==> src/rtl/dm_arb_pkg.sv <==
// Shared types for the data-memory port arbiter: FSM states and write-data owner encoding.
package dm_arb_pkg;

  typedef enum logic [1:0] {
    ST_IDLE   = 2'd0,
    ST_PEND   = 2'd1,
    ST_RDWAIT = 2'd2,
    ST_WRDATA = 2'd3
  } arb_state_e;

  typedef enum logic {
    OWN_CORE = 1'b0,
    OWN_HOST = 1'b1
  } wr_owner_e;

endpackage

==> src/rtl/dm_arb_starve_ctr.sv <==
// Starvation counter for the DM port arbiter; forces a host slot after STARVE_MAX denied cycles.
// Only compiled into the design when DM_ARB_STARVE_EN is defined.
`ifdef DM_ARB_STARVE_EN
module dm_arb_starve_ctr #(
  parameter int unsigned STARVE_MAX = 8
) (
  input  logic clk,
  input  logic rst,
  input  logic i_pend,
  input  logic i_core_req,
  input  logic i_host_issue,
  output logic o_force
);

  localparam int unsigned CW = $clog2(STARVE_MAX + 1);

  logic [CW-1:0] r_cnt;

  assign o_force = i_pend && i_core_req && (r_cnt == CW'(STARVE_MAX));

  // A forced slot is itself a host issue, so the counter clears on the same edge.
  always_ff @(posedge clk or posedge rst) begin
    if (rst) begin
      r_cnt <= '0;
    end else if (i_host_issue) begin
      r_cnt <= '0;
    end else if (i_pend && i_core_req) begin
      r_cnt <= r_cnt + 1'b1;
    end
  end

endmodule
`endif

==> src/rtl/dm_port_arbiter.sv <==
// Shares the single DM port between the core pipeline and a host/debug requester.
// Optional starvation guard enabled with `define DM_ARB_STARVE_EN.
module dm_port_arbiter
  import dm_arb_pkg::*;
#(
  parameter int unsigned DMA_SIZE   = 17,
  parameter int unsigned DMD_SIZE   = 16,
  parameter int unsigned STARVE_MAX = 8
) (
  input  logic                clk,
  input  logic                rst,
  input  logic                ps_dm_cslt,
  input  logic                ps_dm_wrb,
  input  logic [DMA_SIZE-1:0] dg_dm_add,
  input  logic [DMD_SIZE-1:0] bc_dt,
  output logic                core_dm_stall,
  input  logic                hst_req,
  input  logic                hst_wrb,
  input  logic [DMA_SIZE-1:0] hst_add,
  input  logic [DMD_SIZE-1:0] hst_wdata,
  output logic                hst_gnt,
  output logic                hst_rvalid,
  output logic [DMD_SIZE-1:0] hst_rdata,
  output logic                arb_dm_cslt,
  output logic                arb_dm_wrb,
  output logic [DMA_SIZE-1:0] arb_dm_add,
  output logic [DMD_SIZE-1:0] arb_dm_wdata,
  input  logic [DMD_SIZE-1:0] mem_dm_rdata
);

  if (STARVE_MAX == 0) begin : g_bad_starve_max
    $error("dm_port_arbiter: STARVE_MAX must be at least 1");
  end

  arb_state_e          r_state, w_state_nxt;
  logic                r_hold_wrb;
  logic [DMA_SIZE-1:0] r_hold_add;
  logic [DMD_SIZE-1:0] r_hold_wdata;
  wr_owner_e           r_wr_owner;
  logic                r_hst_rvalid;
  logic [DMD_SIZE-1:0] r_hst_rdata;

  logic w_pend;
  logic w_force;
  logic w_host_issue;
  logic w_core_fwd;

  assign w_pend = (r_state == ST_PEND);

`ifdef DM_ARB_STARVE_EN
  dm_arb_starve_ctr #(
    .STARVE_MAX (STARVE_MAX)
  ) u_starve_ctr (
    .clk          (clk),
    .rst          (rst),
    .i_pend       (w_pend),
    .i_core_req   (ps_dm_cslt),
    .i_host_issue (w_host_issue),
    .o_force      (w_force)
  );
`else
  assign w_force = 1'b0;
`endif

  assign w_host_issue  = w_pend && (!ps_dm_cslt || w_force);
  assign w_core_fwd    = ps_dm_cslt && !w_force;
  assign core_dm_stall = w_force;
  assign hst_gnt       = (r_state == ST_IDLE) && hst_req;
  assign hst_rvalid    = r_hst_rvalid;
  assign hst_rdata     = r_hst_rdata;

  // Write data trails its issue by one cycle, so the mux follows last cycle's writer.
  assign arb_dm_wdata  = (r_wr_owner == OWN_HOST) ? r_hold_wdata : bc_dt;

  // NOTE: every output of this block gets a default first so no path can infer a latch.
  always_comb begin
    w_state_nxt = r_state;
    arb_dm_cslt = 1'b0;
    arb_dm_wrb  = 1'b0;
    arb_dm_add  = '0;

    if (w_host_issue) begin
      arb_dm_cslt = 1'b1;
      arb_dm_wrb  = r_hold_wrb;
      arb_dm_add  = r_hold_add;
    end else if (w_core_fwd) begin
      arb_dm_cslt = 1'b1;
      arb_dm_wrb  = ps_dm_wrb;
      arb_dm_add  = dg_dm_add;
    end

    case (r_state)
      ST_IDLE:   if (hst_req) w_state_nxt = ST_PEND;
      ST_PEND:   if (w_host_issue) w_state_nxt = r_hold_wrb ? ST_WRDATA : ST_RDWAIT;
      ST_RDWAIT: w_state_nxt = ST_IDLE;
      ST_WRDATA: w_state_nxt = ST_IDLE;
      default:   w_state_nxt = ST_IDLE;
    endcase
  end

  // NOTE: sequential state uses non-blocking assignments so every flop samples pre-edge values.
  always_ff @(posedge clk or posedge rst) begin
    if (rst) begin
      r_state <= ST_IDLE;
    end else begin
      r_state <= w_state_nxt;
    end
  end

  always_ff @(posedge clk or posedge rst) begin
    if (rst) begin
      r_hold_wrb   <= 1'b0;
      r_hold_add   <= '0;
      r_hold_wdata <= '0;
      r_wr_owner   <= OWN_CORE;
      r_hst_rvalid <= 1'b0;
      r_hst_rdata  <= '0;
    end else begin
      r_hst_rvalid <= (r_state == ST_RDWAIT);
      r_wr_owner   <= (w_host_issue && r_hold_wrb) ? OWN_HOST : OWN_CORE;
      if (r_state == ST_RDWAIT) begin
        r_hst_rdata <= mem_dm_rdata;
      end
      if (hst_gnt) begin
        r_hold_wrb   <= hst_wrb;
        r_hold_add   <= hst_add;
        r_hold_wdata <= hst_wdata;
      end
    end
  end

endmodule

==> config.mk <==
export PLATFORM = sky130hd
export DESIGN_NAME = dm_port_arbiter
export DESIGN_NICKNAME = d
export VERILOG_FILES = /design/src/rtl/dm_arb_pkg.sv /design/src/rtl/dm_arb_starve_ctr.sv /design/src/rtl/dm_port_arbiter.sv
export SDC_FILE = /design/constraint.sdc
export NUM_CORES = 1
export LEC_CHECK = 0
export ABC_AREA = 1
export CAP_MARGIN = 20
export CORE_ASPECT_RATIO = 0.5
export CORE_MARGIN = 10
export CORE_UTILIZATION = 42
export CTS_CLUSTER_DIAMETER = 30
export DETAILED_ROUTE_END_ITERATION = 6
export GPL_ROUTABILITY_DRIVEN = 0
export PLACE_DENSITY = 0.84
export SKIP_CTS_REPAIR_TIMING = 1
export SYNTH_ARGS = -nofsm -noshare
export SYNTH_HDL_FRONTEND = slang
export SYNTH_SLANG_ARGS = --single-unit
==> constraint.sdc <==
create_clock -name clk -period 2.2 [get_ports clk]
set_input_delay 0.22 -clock clk [delete_from_list [all_inputs] [get_ports clk]]
set_output_delay 0.22 -clock clk [all_outputs]
set_load 0.005 [all_outputs]
-- Yosys cells after proc, flatten, opt, wreduce, memory -nomap -nowiden
Cells that the tools add are included.
- register bits after elaboration: 54
- logic and storage cells: 31
- output and inout port bits: 54
- muxes and demuxes: 12
- equality and inequality tests: 5
- reduce and logical (&&, ||, !) cells: 7
- operators with widths (cell ; count):
    $mux 17 ; 2
    $mux 16 ; 1
    $mux 1 ; 6
    $pmux 2 s3 ; 1
    $eq 2x2->1 const B ; 2
    $mux 2 ; 2
    $logic_and 1x1->1 ; 3
    $eq 2x1->1 const B ; 1
    $logic_not 2->1 ; 1
    $ne 2x1->1 const B ; 1
    $ne 2x2->1 const B ; 1
    $reduce_and 2->1 ; 1
    $reduce_or 2->1 ; 1
    $logic_not 1->1 ; 1

-- Longest topological paths before layout
- word-level depth: 4
- gate-level depth with buffers: 6
- gate-level depth less buffers: 5

-- Worst setup path before layout
Ideal clock, no wire load.
- kind: register to output
- start: register r_state[1]
- end: output hst_gnt
- data required time: 1980 ps
- path buffers: 1
- stages on the path, launching flop included: 5
- arrival time: 943 ps
- path slack: 1037 ps
- cell sequence: dfrtp_1 > nor2_4 > nand2_2 > buf_4 > inv_1
- cells in the longest elaborated chain, start to end: 2
- RTL lines (element ; line ; text):
    start, declared ; dm_port_arbiter.sv:35 ; arb_state_e r_state, w_state_nxt;
    start signal, assigned ; dm_port_arbiter.sv:106 ; r_state <= w_state_nxt;
    $logic_not 2->1 ; dm_port_arbiter.sv:68 ; assign hst_gnt = (r_state == ST_IDLE) && hst_req;
    $logic_and 1x1->1 ; dm_port_arbiter.sv:68 ;
    end, declared ; dm_port_arbiter.sv:21 ; output logic hst_gnt,
Every way passes these cells.

-- Worst setup path after layout
- start: register r_state[1]
- end: output arb_dm_wrb
- cells in the longest elaborated chain, start to end: 3
- RTL lines (element ; line ; text):
    $eq 2x1->1 ; dm_port_arbiter.sv:48 ; assign w_pend = (r_state == ST_PEND);
    $logic_and 1x1->1 ; dm_port_arbiter.sv:65 ; assign w_host_issue = w_pend && (!ps_dm_cslt || w_force);
    $mux 1 ; dm_port_arbiter.sv:82 ; if (w_host_issue) begin
    end, declared ; dm_port_arbiter.sv:25 ; output logic arb_dm_wrb,
Every way passes these cells.

==> results.sh <==
export IMPL_crit_path_max_fanout=19
export IMPL_first_global_vias=2603
export IMPL_drv_slew=0
export IMPL_dp_slack_ps=312
export IMPL_fin_tns_setup_ps=0
export IMPL_synth_xor_area_share_pct=0
export IMPL_htreeDepth=2
export IMPL_cts_sinks=54
export IMPL_synth_top_area_share_pct=51.9
export IMPL_n_antenna_cell=0
export IMPL_clockBufferDepth=2
export IMPL_synth_cell_types=17
export IMPL_yosysSeqAreaShare_pct=51.9
export IMPL_critPathKind="reg -> out"
export IMPL_min_path_type="in -> async"
export IMPL_p_per_area_mw_per_mm2=1030
export IMPL_worst_slack_ps=245
export IMPL_yosys_warnings=0
export IMPL_min_period_ps=1950
export IMPL_synthAdderAreaFrac_pct=0
export IMPL_detail_route_antenna_nets=0
export IMPL_drt_iter0_drc=189
export IMPL_syn_avg_cell_area_sq_um=7.57
export IMPL_rsz0062_at_grt="false"
export IMPL_finalHoldViolCount=0
export IMPL_die_y_microns=75.7
export IMPL_seq_area_sq_mm=0.00135
export IMPL_antenna_found_initial=0
export IMPL_fin_crit_sh_pct=88.9
export IMPL_r2r_end="r_state[0]"
export IMPL_yosys_area_top_type="dfrtp_1"
export IMPL_synth_simple_gate_area_share_pct=36.6
export IMPL_overflow=0
export IMPL_ir_drop_uv=495
export IMPL_utilization_pct=69.8
export IMPL_vias_per_cell=4.67
export IMPL_n_fill_cell=476
export IMPL_reg2reg_setup_slack_ps=810
export IMPL_place_area_sq_mm=0.00406
export IMPL_maxCapViolCount=0
export IMPL_setup_violations=0
export IMPL_hpwl_microns=6480
export IMPL_leakagePower_uw=0.00206
export IMPL_critPathRequiredTime_ps=1980
export IMPL_synth_top_family_by_area="simple AND/OR/NAND/NOR gates"
export IMPL_regToRegStartpoint="r_state[0]"
export IMPL_cts_root_buf="clkbuf_16"
export IMPL_r2r_cells=4
export IMPL_synth_nets=432
export IMPL_num_rows=20
export IMPL_die_width_microns=131
export IMPL_area_growth_pct=61.8
export IMPL_multiInputGateArea_sq_mm=0.00104
export IMPL_numPortBuffers=140
export IMPL_cts_tree="built"
export IMPL_first_pass_iters=4
export IMPL_initial_core_util_pct=43.2
export IMPL_synth_compound_area_share_pct=3.27
export IMPL_drive_above_1_share_pct=5.02
export IMPL_totalWireLength_microns=8570
export IMPL_fin_nets=565
export IMPL_stdcell_area_sq_mm=0.00421
export IMPL_fmax_mhz=512
export IMPL_insertion_delay_ps=290
export IMPL_via_count=2644
export IMPL_io_pins=142
export IMPL_grt_pass1_wl_microns=13400
export IMPL_startpoint_type="register"
export IMPL_grt_max_degree=36
export IMPL_cp_arrival_ps=1730
export IMPL_dieArea_sq_mm=0.00994
export IMPL_syn_area_sq_mm=0.00260
export IMPL_cts_buffers=5
export IMPL_synthTopCellsByArea="dfrtp_1 52%, nand2_1 25%, nand3_1 6.5%"
export IMPL_synth_mux_area_share_pct=0
export IMPL_status="completed"
export IMPL_grt_use_total_pct=16.6
export IMPL_routedWlPerCell_microns=15.1
export IMPL_core_area_sq_mm=0.00603
export IMPL_synth_seq_cells=54
export IMPL_fin_skew_ps=4.30
export IMPL_path_clk_slew_ps=70
export IMPL_syn_inst=344
export IMPL_post_route_drc_count=0
export IMPL_worst_setup_path_end_kind="output pin"
## cell type report
cell class / instances / area share [%]
repair buffers: 148 / 35.0
multi-input cells: 245 / 24.7
inverters: 23 / 2.05
clock buffers: 5 / 2.97
well taps: 88 / 2.62
clock inverters: 3 / 0.505
flip-flops and latches: 54 / 32.1
## cell usage after synthesis
master and instances:
nand2_1 170, dfrtp_1 54, nand3_1 34, inv_1 19
nand4_1 18, o21ai_0 17, buf_2 9, buf_4 6
clkbuf_1 5, inv_2 3, nand2_2 2, nor2_1 2
buf_1 1, buf_6 1, clkinv_1 1, conb_1 1
nor2_4 1
## layout by cell type (no fill, tap or decap)
| cell | instances |
|---|---|
| nand2_1 | 170 |
| clkdlybuf4s50_1 | 140 |
| dfrtp_1 | 53 |
| nand3_1 | 34 |
| inv_1 | 18 |
| nand4_1 | 18 |
| o21ai_0 | 17 |
| buf_4 | 7 |
| clkbuf_16 | 5 |
| inv_2 | 4 |
| nand2_2 | 2 |
| nor2_1 | 2 |
| nor2_4 | 1 |
| clkinv_1 | 1 |
| conb_1 | 1 |
| clkinv_4 | 1 |
| clkinv_2 | 1 |
| clkinvlp_4 | 1 |
| buf_12 | 1 |
| dfrtp_2 | 1 |
## worst max-delay path, cell delays in order (launching register included)
cell	delay, ps
dfrtp_1	430
inv_2	250
nand4_1	160
nand2_1	90
clkdlybuf4s50_1	510
## power breakdown
group          switching, uW  internal, uW
combinational            851           927
clock                    354           422
sequential               313          1460
total                   1520          2810
## sequential cells by signal, indices dropped and copies added, names as in the netlist
name	count
r_hold_wdata	16
r_wr_owner	1
r_hold_add	17
hst_rdata	16
r_hold_wrb	1
hst_rvalid	1
r_state	2
## per-layer routing
| layer | GRT usage (%) | vias up | wire length (microns) |
|---|---|---|---|
| li1 | - | 1353 | - |
| met1 | 18.3 | 1223 | 3430 |
| met2 | 33.0 | 59 | 4740 |
| met3 | 3.22 | 9 | 320 |
| met4 | 4.16 | 0 | 78 |
| met5 | 0 | - | 0 |
## metrics by stage
stage | power [uW] | instances | hold WS, ps
final | 4330 | 566 | 258
after CTS | 4370 | 566 | 271
after global placement | 3510 | 558 | 453
after floorplan | 2620 | 344 | 330
after detailed placement | 3580 | 558 | 458
after global routing | 4650 | 566 | 297
## kinds of logic after synthesis
| group | after synthesis |
|---|---|
| flip-flops | 54 |
| other | 1 |
| AO/OA/AOI/OAI | 17 |
| AND/OR/NAND/NOR | 227 |
| buffers and inverters | 45 |
## how the worst max path moves through the flow
stage,start,end,slack [ps],cells after the start
6_report,r_state[1],arb_dm_wrb,250,4
3_5_place_dp,ps_dm_cslt,arb_dm_wrb,310,6
4_1_cts,r_state[0],arb_dm_wrb,70,3
3_3_place_gp,ps_dm_cslt,arb_dm_wrb,330,6
5_1_grt,r_state[1],arb_dm_wrb,90,4
2_1_floorplan,rst,hst_rdata[0],670,1
No activity file was read; power rests on OpenSTA's default activity.
